### src/rtl/pmix_code_ctrl.sv
// pmix_code_ctrl: bang-bang CDR phase controller driving the 11-bit phase-mixer code.
// Collects early/late votes, takes a majority decision every VOTE_LEN votes and
// steps Code modulo 2048. Define FREQ_TRACK_EN to enable the integral (frequency) path;
// without it freq_acc reads 0 and the loop is first-order only.
module pmix_code_ctrl #(
    parameter int unsigned VOTE_LEN  = 8,
    parameter int unsigned KP        = 1,
    parameter int unsigned KI_SHIFT  = 4,
    parameter int unsigned INT_W     = 12,
    parameter logic [10:0] CODE_INIT = 11'h000
) (
    input  logic             CLK,
    input  logic             rst,
    input  logic             vote_valid,
    output logic             vote_ready,
    input  logic             early,
    input  logic             late,
    input  logic             hold,
    output logic [10:0]      Code,
    output logic             code_valid,
    output logic [INT_W-1:0] freq_acc
);

    localparam int unsigned CNT_W  = $clog2(VOTE_LEN);
    localparam int unsigned SUM_W  = $clog2(VOTE_LEN) + 2;
    localparam int unsigned STEP_W = 9;
    localparam int          STEP_MAX = 255;
    localparam int          KP_S     = int'(KP);

    typedef enum logic [1:0] {ACCUM, DECIDE, UPDATE} state_t;

    state_t                   state, state_next;
    logic [CNT_W-1:0]         cnt, cnt_next;
    logic signed [SUM_W-1:0]  sum, sum_next, sum_vote, vote_delta;
    logic signed [1:0]        dir, dir_next;
    logic signed [STEP_W-1:0] step, step_next;
    logic signed [INT_W-1:0]  facc_q, facc_next;
    logic signed [31:0]       step_wide;
    logic                     accept;

`ifdef FREQ_TRACK_EN
    localparam int FACC_MAX = int'((32'd1 << (INT_W - 1)) - 32'd1);
    logic signed [31:0] facc_wide;
`endif

    // Votes are taken only in ACCUM, never while held or in reset
    assign vote_ready = !rst && (state == ACCUM) && !hold;
    assign accept     = vote_valid && vote_ready;
    assign freq_acc   = facc_q;

    // Signed contribution of the current vote (both or neither counts as zero)
    always_comb begin
        vote_delta = '0;
        if (early && !late) begin
            vote_delta = SUM_W'(1);
        end else if (late && !early) begin
            vote_delta = '1;
        end
    end

    // Next-state and datapath decisions
    always_comb begin
        state_next = state;
        cnt_next   = cnt;
        sum_next   = sum;
        dir_next   = dir;
        step_next  = step;
        facc_next  = facc_q;
        sum_vote   = sum + vote_delta;
        step_wide  = '0;
`ifdef FREQ_TRACK_EN
        facc_wide  = '0;
`endif
        case (state)
            ACCUM: begin
                if (accept) begin
                    if (32'(cnt) + 32'd1 == VOTE_LEN) begin
                        if (sum_vote == '0) begin
                            dir_next = 2'b00;
                        end else if (sum_vote[SUM_W-1]) begin
                            dir_next = 2'b11;
                        end else begin
                            dir_next = 2'b01;
                        end
                        cnt_next   = '0;
                        sum_next   = '0;
                        state_next = DECIDE;
                    end else begin
                        cnt_next = cnt + 1'b1;
                        sum_next = sum_vote;
                    end
                end
            end
            DECIDE: begin
`ifdef FREQ_TRACK_EN
                facc_wide = 32'(facc_q) + 32'(dir);
                if (facc_wide > FACC_MAX) begin
                    facc_wide = FACC_MAX;
                end else if (facc_wide < -FACC_MAX) begin
                    facc_wide = -FACC_MAX;
                end
                facc_next = INT_W'(facc_wide);
`endif
                step_wide = 32'(dir) * KP_S + (32'(facc_next) >>> KI_SHIFT);
                if (step_wide > STEP_MAX) begin
                    step_wide = STEP_MAX;
                end else if (step_wide < -STEP_MAX) begin
                    step_wide = -STEP_MAX;
                end
                step_next  = STEP_W'(step_wide);
                state_next = UPDATE;
            end
            UPDATE: begin
                state_next = ACCUM;
            end
            default: begin
                state_next = ACCUM;
            end
        endcase
    end

    // State and vote accumulator registers
    always_ff @(posedge CLK) begin
        if (rst) begin
            state <= ACCUM;
            cnt   <= '0;
            sum   <= '0;
            dir   <= '0;
            step  <= '0;
        end else begin
            state <= state_next;
            cnt   <= cnt_next;
            sum   <= sum_next;
            dir   <= dir_next;
            step  <= step_next;
        end
    end

`ifdef FREQ_TRACK_EN
    // Frequency accumulator integrates each decision direction
    always_ff @(posedge CLK) begin
        if (rst) begin
            facc_q <= '0;
        end else begin
            facc_q <= facc_next;
        end
    end
`else
    assign facc_q = '0;
`endif

    // Phase code register; wraps modulo 2048, pulses code_valid on every update
    always_ff @(posedge CLK) begin
        if (rst) begin
            Code       <= CODE_INIT;
            code_valid <= 1'b0;
        end else begin
            code_valid <= (state == UPDATE);
            if (state == UPDATE) begin
                Code <= Code + 11'(step);
            end
        end
    end

endmodule

### config.mk
export PLATFORM = sky130hd
export DESIGN_NAME = pmix_code_ctrl
export DESIGN_NICKNAME = d
export VERILOG_FILES = /design/src/rtl/pmix_code_ctrl.sv
export SDC_FILE = /design/constraint.sdc
export NUM_CORES = 1
export LEC_CHECK = 0
export BUFFER_PORTS_ARGS = -buffer_cell sky130_fd_sc_hd__clkbuf_2
export CAP_MARGIN = 25
export CORE_MARGIN = 3
export CORE_UTILIZATION = 25
export CTS_CLUSTER_SIZE = 16
export DETAILED_ROUTE_END_ITERATION = 10
export MAX_ROUTING_LAYER = met4
export PLACE_DENSITY = 0.5
export SKIP_LAST_GASP = 1
export SLEW_MARGIN = 20
export SYNTH_ARGS = -nofsm -noshare
export SYNTH_HDL_FRONTEND = slang
export SYNTH_SLANG_ARGS = --single-unit
### constraint.sdc
create_clock -name CLK -period 2.2 [get_ports CLK]
set_input_delay 0.44 -clock CLK [delete_from_list [all_inputs] [get_ports CLK]]
set_output_delay 0.44 -clock CLK [all_outputs]
set_load 0.03 [all_outputs]
==> run metrics, run 1 <==
outcome complete, no violations; maximum vdd drop 0.210 mV; Antenna Nets Post-Route 0; multiplexer area fraction after synthesis between 1.5 and 2%; most frequent cells after synthesis 27 x dfxtp_1, 22 x a21oi_1, 21 x nand2_1, 15 x ha_1, 15 x nand3_1; Max FO, Critical Path 4; area growth from synthesis to layout 13.5%; CTS tree done; PnR Total Power around 940 uW; Final min period between 2 and 2.5 ns; part of the power in the clock network roughly 31%; CTS root buffer clkbuf_8; Sw Ratio approximately 28%; Post-Synth Adder-Cell Area approximately 11%; routed length per instance around 12 um; All-Layer GR Usage 10.4%; post-synthesis cell type count 50; Pleak about 0.00093 uW; area leader, netlist dfxtp_1; vias between 1500 and 2000; setup slack at placement -0.141 ns; dpl hpwl about 3100 um; Chip Width 92.8 um; Psw 263 uW; synthesized netlist cell count 231; Final Setup Violations 0; post-route DRC violation count 0; first-pass GRT wire length around 7000 um; Fin. Hold Viols 0; critical-path cell list ha_1, inv_1, fa_1, nor2b_4, o31a_1, o211a_1, or4_1, nand3_1; 1st-iter DRT viols ~60; total of max-cap violations 0; combinational share of power between 10% and 20%; Final nets 276; predominant post-synthesis flop cell dfxtp_1; RSZ-0062 raised after global routing false; XOR/XNOR Fraction of Synth Area under 10%; routed wire length 4170 um; CP max stage cell or4_1; initial antenna violation count 0; DRT Pass-1 Iters 4; CP Data Arrival Time 2.29 ns; worst min-delay path class primary input to register; number of fillers in the final layout a little over 800; floorplan row count 31; PD cells 438 nW/um2; kind of critical path register to register; Congestion Overflow GR 0; Final Core Density between 20% and 30%; Setup Skew 0.00430 ns; Avg Inst Size Synth 8.16 um2; H-tree Lvls 1; post-synth top area share between 20% and 30%; Seq/Total Area, Yosys around 29%; Yosys reg bits 27; crit-path max cell delay around 0.47 ns; Inst Count DP roughly 350; Worst Setup Start Kind register; gpl congestion approximately 0.78; Setup crit end kind register; sequential share of power 55.0%; worst setup margin about 0.13 ns; port bufs 18; # diodes 0; simple-gate share of the synthesized area 22.8%; Initial Util between 20% and 30%; Core ar. ~7300 um2; largest family of logic cells by synthesized area simple AND/OR/NAND/NOR gates; Post-synth EDFFs 0; crit share post-route roughly 94%; Reg clk slew, reported paths 0.10 ns; Synth Area in Compound Gates between 20% and 30%; CTS resizes 0; Int Power 673 uW; layout cells sized above 1 between 10% and 20%; synth warn 0; number of global-route vias before repair between 1500 and 2000; Max Clk Rate slightly below 500 MHz; Post-Synthesis Cell Area around 1900 um2; Slew Viols, Final 0; CTS Hold Buffers Added 0; worst skew pair latency between 0.2 and 0.3 ns; die height around 93 um; I/O pins 31; total die area 8610 um2; post-CTS setup buffer count 0; most frequent cell after synthesis dfxtp_1; Finished Layout Cells about 350; number of buffers created by CTS 3; Longest Clk Path Bufs 2; top cells by area, synth dfxtp_1 29%, ha_1 10%, a21oi_1 5.8%, buf_4 5.2%, nand2_1 4.2%; Sink Count 27; largest net degree at the start of global routing 20; FFs w/ async S/R, synth 0%; Via density around 4.6; worst path required time around 2.4 ns
[registers in the layout (all words and copies together), names as in the netlist]
register    flops
sum             5
code_valid      1
dir             2
Code           11
cnt             3
state           2
step            3
[cells in the final DEF, fill, tap and decap left out, types with 2 or more instances in the layout]
master	n
nand2b_1	5
o21ai_0	11
clkbuf_2	18
nand3_1	15
a21oi_1	22
and3_1	3
xor2_1	3
and2_1	3
o211a_1	2
conb_1	12
nand3b_1	2
a211oi_1	3
o31a_1	2
buf_4	13
a31oi_1	2
nor3_1	2
dfxtp_1	27
ha_1	15
o211ai_1	3
nand2_1	21
nand4_1	4
nor2_1	13
mux2i_1	3
inv_1	9
clkbuf_8	3
xnor2_1	3
o21a_1	3
a21o_1	5
[layout make-up]
type                    count  area (um2)  share of cell area (%)
clock buffers               4        45.0                    2.11
inverters                   9        33.8                    1.58
flip-flops and latches     27         541                    25.3
multi-input cells         182        1210                    56.5
well taps                  99         124                    5.79
repair buffers             31         188                    8.78
[layer usage]
metal | vias to the layer above | share of wire (%) | global-route usage, %
met4 | 0 | 0.84 | 2.20
li1 | 858 | - | -
met2 | 18 | 47 | 16.6
met1 | 731 | 49 | 13.7
met3 | 2 | 2.9 | 2.19
met5 | - | 0 | -
[cells by family (layout without fill, tap and decap cells)]
kind of cell | Yosys count | count (layout)
buffers and inverters | 33 | 44
xor gates and xnor gates | 6 | 6
muxes | 3 | 3
DFF | 27 | 27
AOI/OAI and AO/OA | 65 | 65
adders and majority gates | 16 | 16
other | 1 | 12
and+or+nand+nor | 80 | 80
[critical path: cells and delay by family, from the launching register on]
kind                       cells  cell delay [ns]
AOI/OAI and AO/OA              2             0.52
DFF                            1             0.35
and+or+nand+nor                3             0.63
adders and majority gates      2             0.45
buffers and inverters          1             0.07
[power by group through the flow]
| stage | Clock (uW) | Combinational [uW] | Sequential (uW) |
|---|---|---|---|
| after detailed placement | 0 | 129 | 526 |
| final | 291 | 130 | 515 |
| after floorplan | 0 | 119 | 524 |
| after global routing | 322 | 145 | 517 |
| after CTS | 306 | 129 | 515 |
| after global placement | 0 | 129 | 525 |
[metrics by stage]
| stage | instance area [um2] | hold WS, ns | TNS, ns |
|---|---|---|---|
| 4_1_cts | 2120 | 0.456 | 0 |
| 2_1_floorplan | 1930 | 0.436 | 0 |
| 3_5_place_dp | 2070 | 0.465 | -0.391 |
| 3_3_place_gp | 2070 | 0.461 | -0.279 |
| 5_1_grt | 2140 | 0.483 | 0 |
| 6_report | 2140 | 0.457 | 0 |
[worst paths after layout]
check	start	to	slack, ns	cells past startpoint
worst max-delay path	Code[0]	Code[8]	0.13	8
worst min-delay path	vote_valid	state[0]	0.46	3
worst max register to register	Code[0]	Code[8]	0.13	8
worst min register to register	sum[0]	sum[0]	0.47	2
Note: power is estimated with default switching activity, not from simulation.
==> run 2: changes to the inputs <==
Settings changed: GPL_TIMING_DRIVEN from default to 0, PLACE_DENSITY 0.5 to 0.49.
Clock period 2.2 ns to 2.1 ns, I/O delays scaled along.
==> run metrics, run 2 (synthesized netlist as in run 1, its figures left out) <==
Reg2Reg Setup Slack 0.09 ns (-0.05 ns); Slew headroom 61.4%; CP max stage cell or4_1; Longest Clk Path Bufs 2 (unchanged); outcome complete, no violations; worst min-delay path class primary input to register; Antenna Nets Post-Route 0 (unchanged); Slew Viols, Final 0 (unchanged); CTS root buffer clkbuf_8; initial antenna violation count 0 (unchanged); PD cells 451 nW/um2 (+3.0%); Congestion Overflow GR 0 (unchanged); Pleak 0.000968 uW (+3.9%); Placed Area 2140 um2 (+3.2%); Core ar. 7290 um2 (unchanged); layout cells sized above 1 19.8% (+3.2 points); largest registers Code (11), sum (5); Tightest Pin Transition slightly below 0.6 ns; critical-path cell list ha_1, nor2b_2, o31a_1, o211a_1, or4_1, nand3_1; 1st-iter DRT viols 38 (-36%); Crit. path cell count 6 (-2); CTS tree done; Biggest register Code; All-Layer GR Usage 10.4% (about the same); Hold Path Depth 2 (-1); Worst Setup Start Kind register; vias 1657 (+3.0%); dpl hpwl 3150 um (+1.4%); CP Data Arrival Time 2.24 ns (-0.05 ns); Via density 4.58 (+0.14%); number of global-route vias before repair 1547 (+2.0%); # diodes 0 (unchanged); CTS Hold Buffers Added 0 (unchanged); Sink Count 27 (unchanged); Reg clk slew, reported paths 0.10 ns (about the same); Finished Cell Area 2210 um2 (+3.5%); Setup Skew 0.00783 ns (+0.00353 ns); Initial Util 25.8% (unchanged); PnR Total Power 998 uW (+6.6%); largest net degree at the start of global routing 16 (-20%); most frequent cells in the layout 25 x dfxtp_1, 21 x nand2_1, 21 x a21oi_1; worst path required time 2.33 ns (-0.09 ns); die height 92.8 um (unchanged); Finished Layout Cells 362 (+2.8%); number of buffers created by CTS 3 (unchanged); critical path buffer and inverter count 0 (-1); gpl congestion 0.809 (+4.2%); Final nets 286 (+3.6%); I/O pins 31 (unchanged); Inst Count DP 358 (+2.9%); Max FO, Critical Path 9 (+5); metal3 WL 133 um (+11%); Fin Setup TNS 0 ns (unchanged); Setup crit end kind register; post-route DRC violation count 0 (unchanged); uppermost layer routed met4; Final Setup Violations 0 (unchanged); area growth from synthesis to layout 17.4%; max reg flops 11 (unchanged); Max Clk Rate 496 MHz (+2.6%); Hold WS 0.396 ns (-0.0614 ns); DRT Pass-1 Iters 4 (unchanged); RSZ-0062 raised after global routing true; first-pass GRT wire length 7210 um (+0.39%); routed wire length 4190 um (+0.53%); most common cell after layout, fill and taps aside dfxtp_1; crit-path max cell delay 0.47 ns (about the same); Fin. Hold Viols 0 (unchanged); Final min period 2.01 ns (-0.0528 ns); routed length per instance 11.6 um (-2.2%); floorplan row count 31 (unchanged); post-CTS setup buffer count 0 (unchanged); Chip Width 92.8 um (unchanged); port bufs 17 (-1); H-tree Lvls 1 (unchanged); Routed met1 length 1960 um (-4.6%); crit share post-route 95.9% (+2.0 points); Crit path max-delay family simple AND/OR/NAND/NOR gates; total die area 8610 um2 (unchanged); kind of critical path register to register; maximum vdd drop 0.202 mV (-3.5%); worst skew pair latency 0.28 ns (about the same); met2 WL 1990 um (+1.4%); total of max-cap violations 0 (unchanged); path depth of the worst reg2reg path 6 (-2)
run 2: stage by stage:
| step | setup WS, ns | util, % |
|---|---|---|
| 2_1_floorplan | 0.000769 | - |
| 3_3_place_gp | -0.281 | 29.4 |
| 3_5_place_dp | -0.305 | 29.4 |
| 4_1_cts | 0.00956 | 30.0 |
| 5_1_grt | -0.0190 | 30.3 |
| 6_report | 0.0854 | 30.3 |
run 2: where the power goes:
part | switching [uW] | total [uW] | internal (uW)
Sequential | 11.8 | 533 | 521
Clock | 173 | 306 | 133
Combinational | 96.8 | 159 | 62.2
Total | 281 | 998 | 717
run 2: final timing paths:
check / end / start
max: Code[8] / step[7]
min: Code[7] / rst
max reg2reg: Code[8] / step[7]
min reg2reg: sum[0] / sum[0]
run 2: per-layer routing:
layer,GRT usage (%),vias up
li1,-,883
met1,12.3,740
met2,17.6,23
met3,2.03,11
met4,3.66,0
met5,-,-
run 2: what timing repair did:
action                     CTS  global route
gates resized for setup      2             8
gates cloned                 0             0
pin swaps                    0             3
setup endpoints to repair    3             6
run 2: cell type report:
| type | instances | area, um2 |
|---|---|---|
| fill | 835 | 5080 |
| multi-input combinational | 182 | 1210 |
| sequential | 27 | 546 |
| buffer | 24 | 163 |
| tap | 99 | 124 |
| timing repair buffer | 17 | 85.1 |
| clock buffer | 3 | 41.3 |
| inverter | 9 | 33.8 |
| clock inverter | 1 | 5.00 |
==> run 3: changes to the inputs <==
Settings changed: ABC_AREA from default to 1.
==> run metrics, run 3 <==
crit-path max cell delay 0.28 ns (-0.19 ns); critical-path cell list clkbuf_2, inv_1, ha_1, xor2_1, ha_1, or2_2, nor2_1, nand3_1, nor2_1, nor2_1; largest family of logic cells by synthesized area simple AND/OR/NAND/NOR gates; Synth Area in Compound Gates 9.93% (-13 points); Antenna Nets Post-Route 0 (unchanged); routed wire length 3830 um (-8.7%); setup slack at placement -0.0189 ns (+0.286 ns); first-pass GRT wire length 6850 um (-5.0%); number of buffers created by CTS 3 (unchanged); RSZ-0062 raised after global routing false; Congestion Overflow GR 0 (unchanged); CTS tree done; Reg clk slew, reported paths 0.11 ns (about the same); Chip Width 92.1 um (-0.81%); post-synthesis cell type count 31 (-38%); Longest Clk Path Bufs 2 (unchanged); Sink Count 27 (unchanged); floorplan row count 30 (-3.2%); synthesized netlist cell count 274 (+19%); Yosys reg bits 27 (unchanged); Post-Synthesis Cell Area 1850 um2 (-1.7%); most common cell after layout, fill and taps aside nand2_1; largest registers Code (11), sum (5); I/O pins 31 (unchanged); CP Data Arrival Time 1.97 ns (-0.27 ns); routed length per instance 9.50 um (-18%); Hold Path Depth 4 (+2); Final Setup Violations 0 (unchanged); maximum vdd drop 0.287 mV (+42%); path depth of the worst reg2reg path 9 (+3); worst min-delay path class primary input to register; area growth from synthesis to layout 16.4%; worst setup margin 0.324 ns (+0.239 ns); Final nets 330 (+15%); gpl congestion 0.795 (-1.8%); Slew headroom 61.1% (-0.29 points); multiplexer area fraction after synthesis 0% (-1.6 points); simple-gate share of the synthesized area 32.0% (+9.2 points); total of max-cap violations 0 (unchanged); Max Clk Rate 563 MHz (+13%); Seq/Total Area, Yosys 29.2% (+0.50 points); largest net degree at the start of global routing 18 (+2); Via density 4.04 (-12%); H-tree Lvls 1 (unchanged); Setup Skew 0.00566 ns (-0.00217 ns); max reg flops 11 (unchanged); total die area 8480 um2 (-1.6%); Initial Util 26.5% (+0.68 points); Avg Inst Size Synth 6.76 um2 (-17%); post-synth top area share 29.2% (+0.50 points); most frequent cell after synthesis nand2_1; hold path start rst; Post-synth EDFFs 0 (unchanged); most frequent cells after synthesis 63 x nand2_1, 43 x nor2_1, 34 x inv_1, 27 x dfxtp_1, 20 x a21oi_1; worst skew pair latency 0.28 ns (about the same); Placed Area 2100 um2 (-1.8%); Pleak 0.00111 uW (+15%); CTS root buffer clkbuf_8; layout cells sized above 1 15.6% (-4.1 points); Core ar. 6980 um2 (-4.3%); Biggest register Code; Crit path top cell by count nor2_1; post-CTS setup buffer count 0 (unchanged); Slew Viols, Final 0 (unchanged); Reg2Reg Setup Slack 0.36 ns (+0.27 ns); kind of critical path primary input to register; Worst Setup Start Kind primary input; Inst Count DP 399 (+11%); outcome complete, no violations; Setup crit end kind register; predominant post-synthesis flop cell dfxtp_1; dpl hpwl 3080 um (-2.3%); CP max stage cell ha_1; number of fillers in the final layout 807 (-3.4%); DRT Pass-1 Iters 4 (unchanged); synth warn 0 (unchanged); FFs w/ async S/R, synth 0% (unchanged); post-route DRC violation count 0 (unchanged); die height 92.1 um (-0.81%); Hold Path End Code[3]; top cells by area, synth dfxtp_1 29%, nand2_1 13%, ha_1 10%, nor2_1 8.7%, inv_1 6.9%; crit share post-route 84.6% (-11 points); FF-to-FF Start Code[0]; CTS resizes 0 (-2); Post-Synth Adder-Cell Area 11.2% (+0.19 points); Finished Layout Cells 403 (+11%); PnR Total Power 961 uW (-3.7%); PD cells 446 nW/um2 (-1.1%); Final min period 1.78 ns (-0.239 ns); vias 1629 (-1.7%); All-Layer GR Usage 10.0% (-0.42 points); initial antenna violation count 0 (unchanged); most frequent cells in the layout 63 x nand2_1, 43 x nor2_1, 34 x inv_1; Finished Cell Area 2150 um2 (-2.6%); Fin. Hold Viols 0 (unchanged); r2r endpoint Code[6]; # diodes 0 (unchanged); Tightest Pin Transition 0.583 ns (+0.00431 ns); number of global-route vias before repair 1531 (-1.0%); port bufs 18 (+1); Max FO, Critical Path 4 (-5); 1st-iter DRT viols 27 (-29%); area leader, netlist dfxtp_1; XOR/XNOR Fraction of Synth Area 4.66% (+1.9 points); CTS Hold Buffers Added 0 (unchanged); worst path required time 2.29 ns (-0.04 ns)
run 3: per-stage QoR:
step                      utilization (%)  hold WS [ns]  setup TNS [ns]
after floorplan                         -         0.450               0
after global placement               30.1         0.461        -0.00343
after detailed placement             30.1         0.472         -0.0189
after CTS                            30.8         0.445               0
after global routing                 30.9         0.478               0
final                                30.9         0.456               0
run 3: metal layers:
| metal | routed length [um] | global-route usage, % |
|---|---|---|
| met5 | 0 | - |
| met4 | 23 | 1.49 |
| met3 | 152 | 2.63 |
| met2 | 1820 | 17.1 |
| met1 | 1830 | 12.1 |
run 3: final cells by class:
| type | count | area (um2) | area share [%] |
|---|---|---|---|
| flip-flops and latches | 27 | 542 | 25.1 |
| clock inverters | 1 | 8.76 | 0.407 |
| multi-input cells | 207 | 1110 | 51.7 |
| clock buffers | 3 | 41.3 | 1.92 |
| inverters | 36 | 135 | 6.27 |
| repair buffers | 18 | 90.1 | 4.18 |
| plain buffers | 15 | 103 | 4.76 |
| well taps | 96 | 120 | 5.57 |
run 3: kinds of logic (layout without fill, tap and decap cells):
logic type,after synthesis,count (layout)
xor gates and xnor gates,9,9
and+or+nand+nor,135,135
AOI/OAI and AO/OA,35,35
buffers and inverters,51,73
DFF,27,27
adders and majority gates,16,16
other,1,12
run 3: worst max-delay path by stage:
stage	slack (ns)	from	endpoint	depth (start not counted)
after floorplan	0.23	early	dir[0]	10
after global placement	-0.003	early	dir[0]	10
after detailed placement	-0.02	early	dir[0]	10
after CTS	0.24	step[7]	Code[6]	8
after global routing	0.13	step[7]	Code[9]	9
final	0.32	early	dir[0]	10
run 3: critical path: cells and delay by family:
kind / cells / cell delay, ns
and+or+nand+nor: 5 / 0.64
adders and majority gates: 2 / 0.55
xor gates and xnor gates: 1 / 0.22
buffers and inverters: 2 / 0.14
run 3: power by group:
group / switching (uW) / internal (uW) / leakage, uW
registers: 3.55 / 516 / 0.000218
clock network: 186 / 140 / 0.0000261
logic: 76.0 / 40.7 / 0.000866
total: 265 / 696 / 0.00111
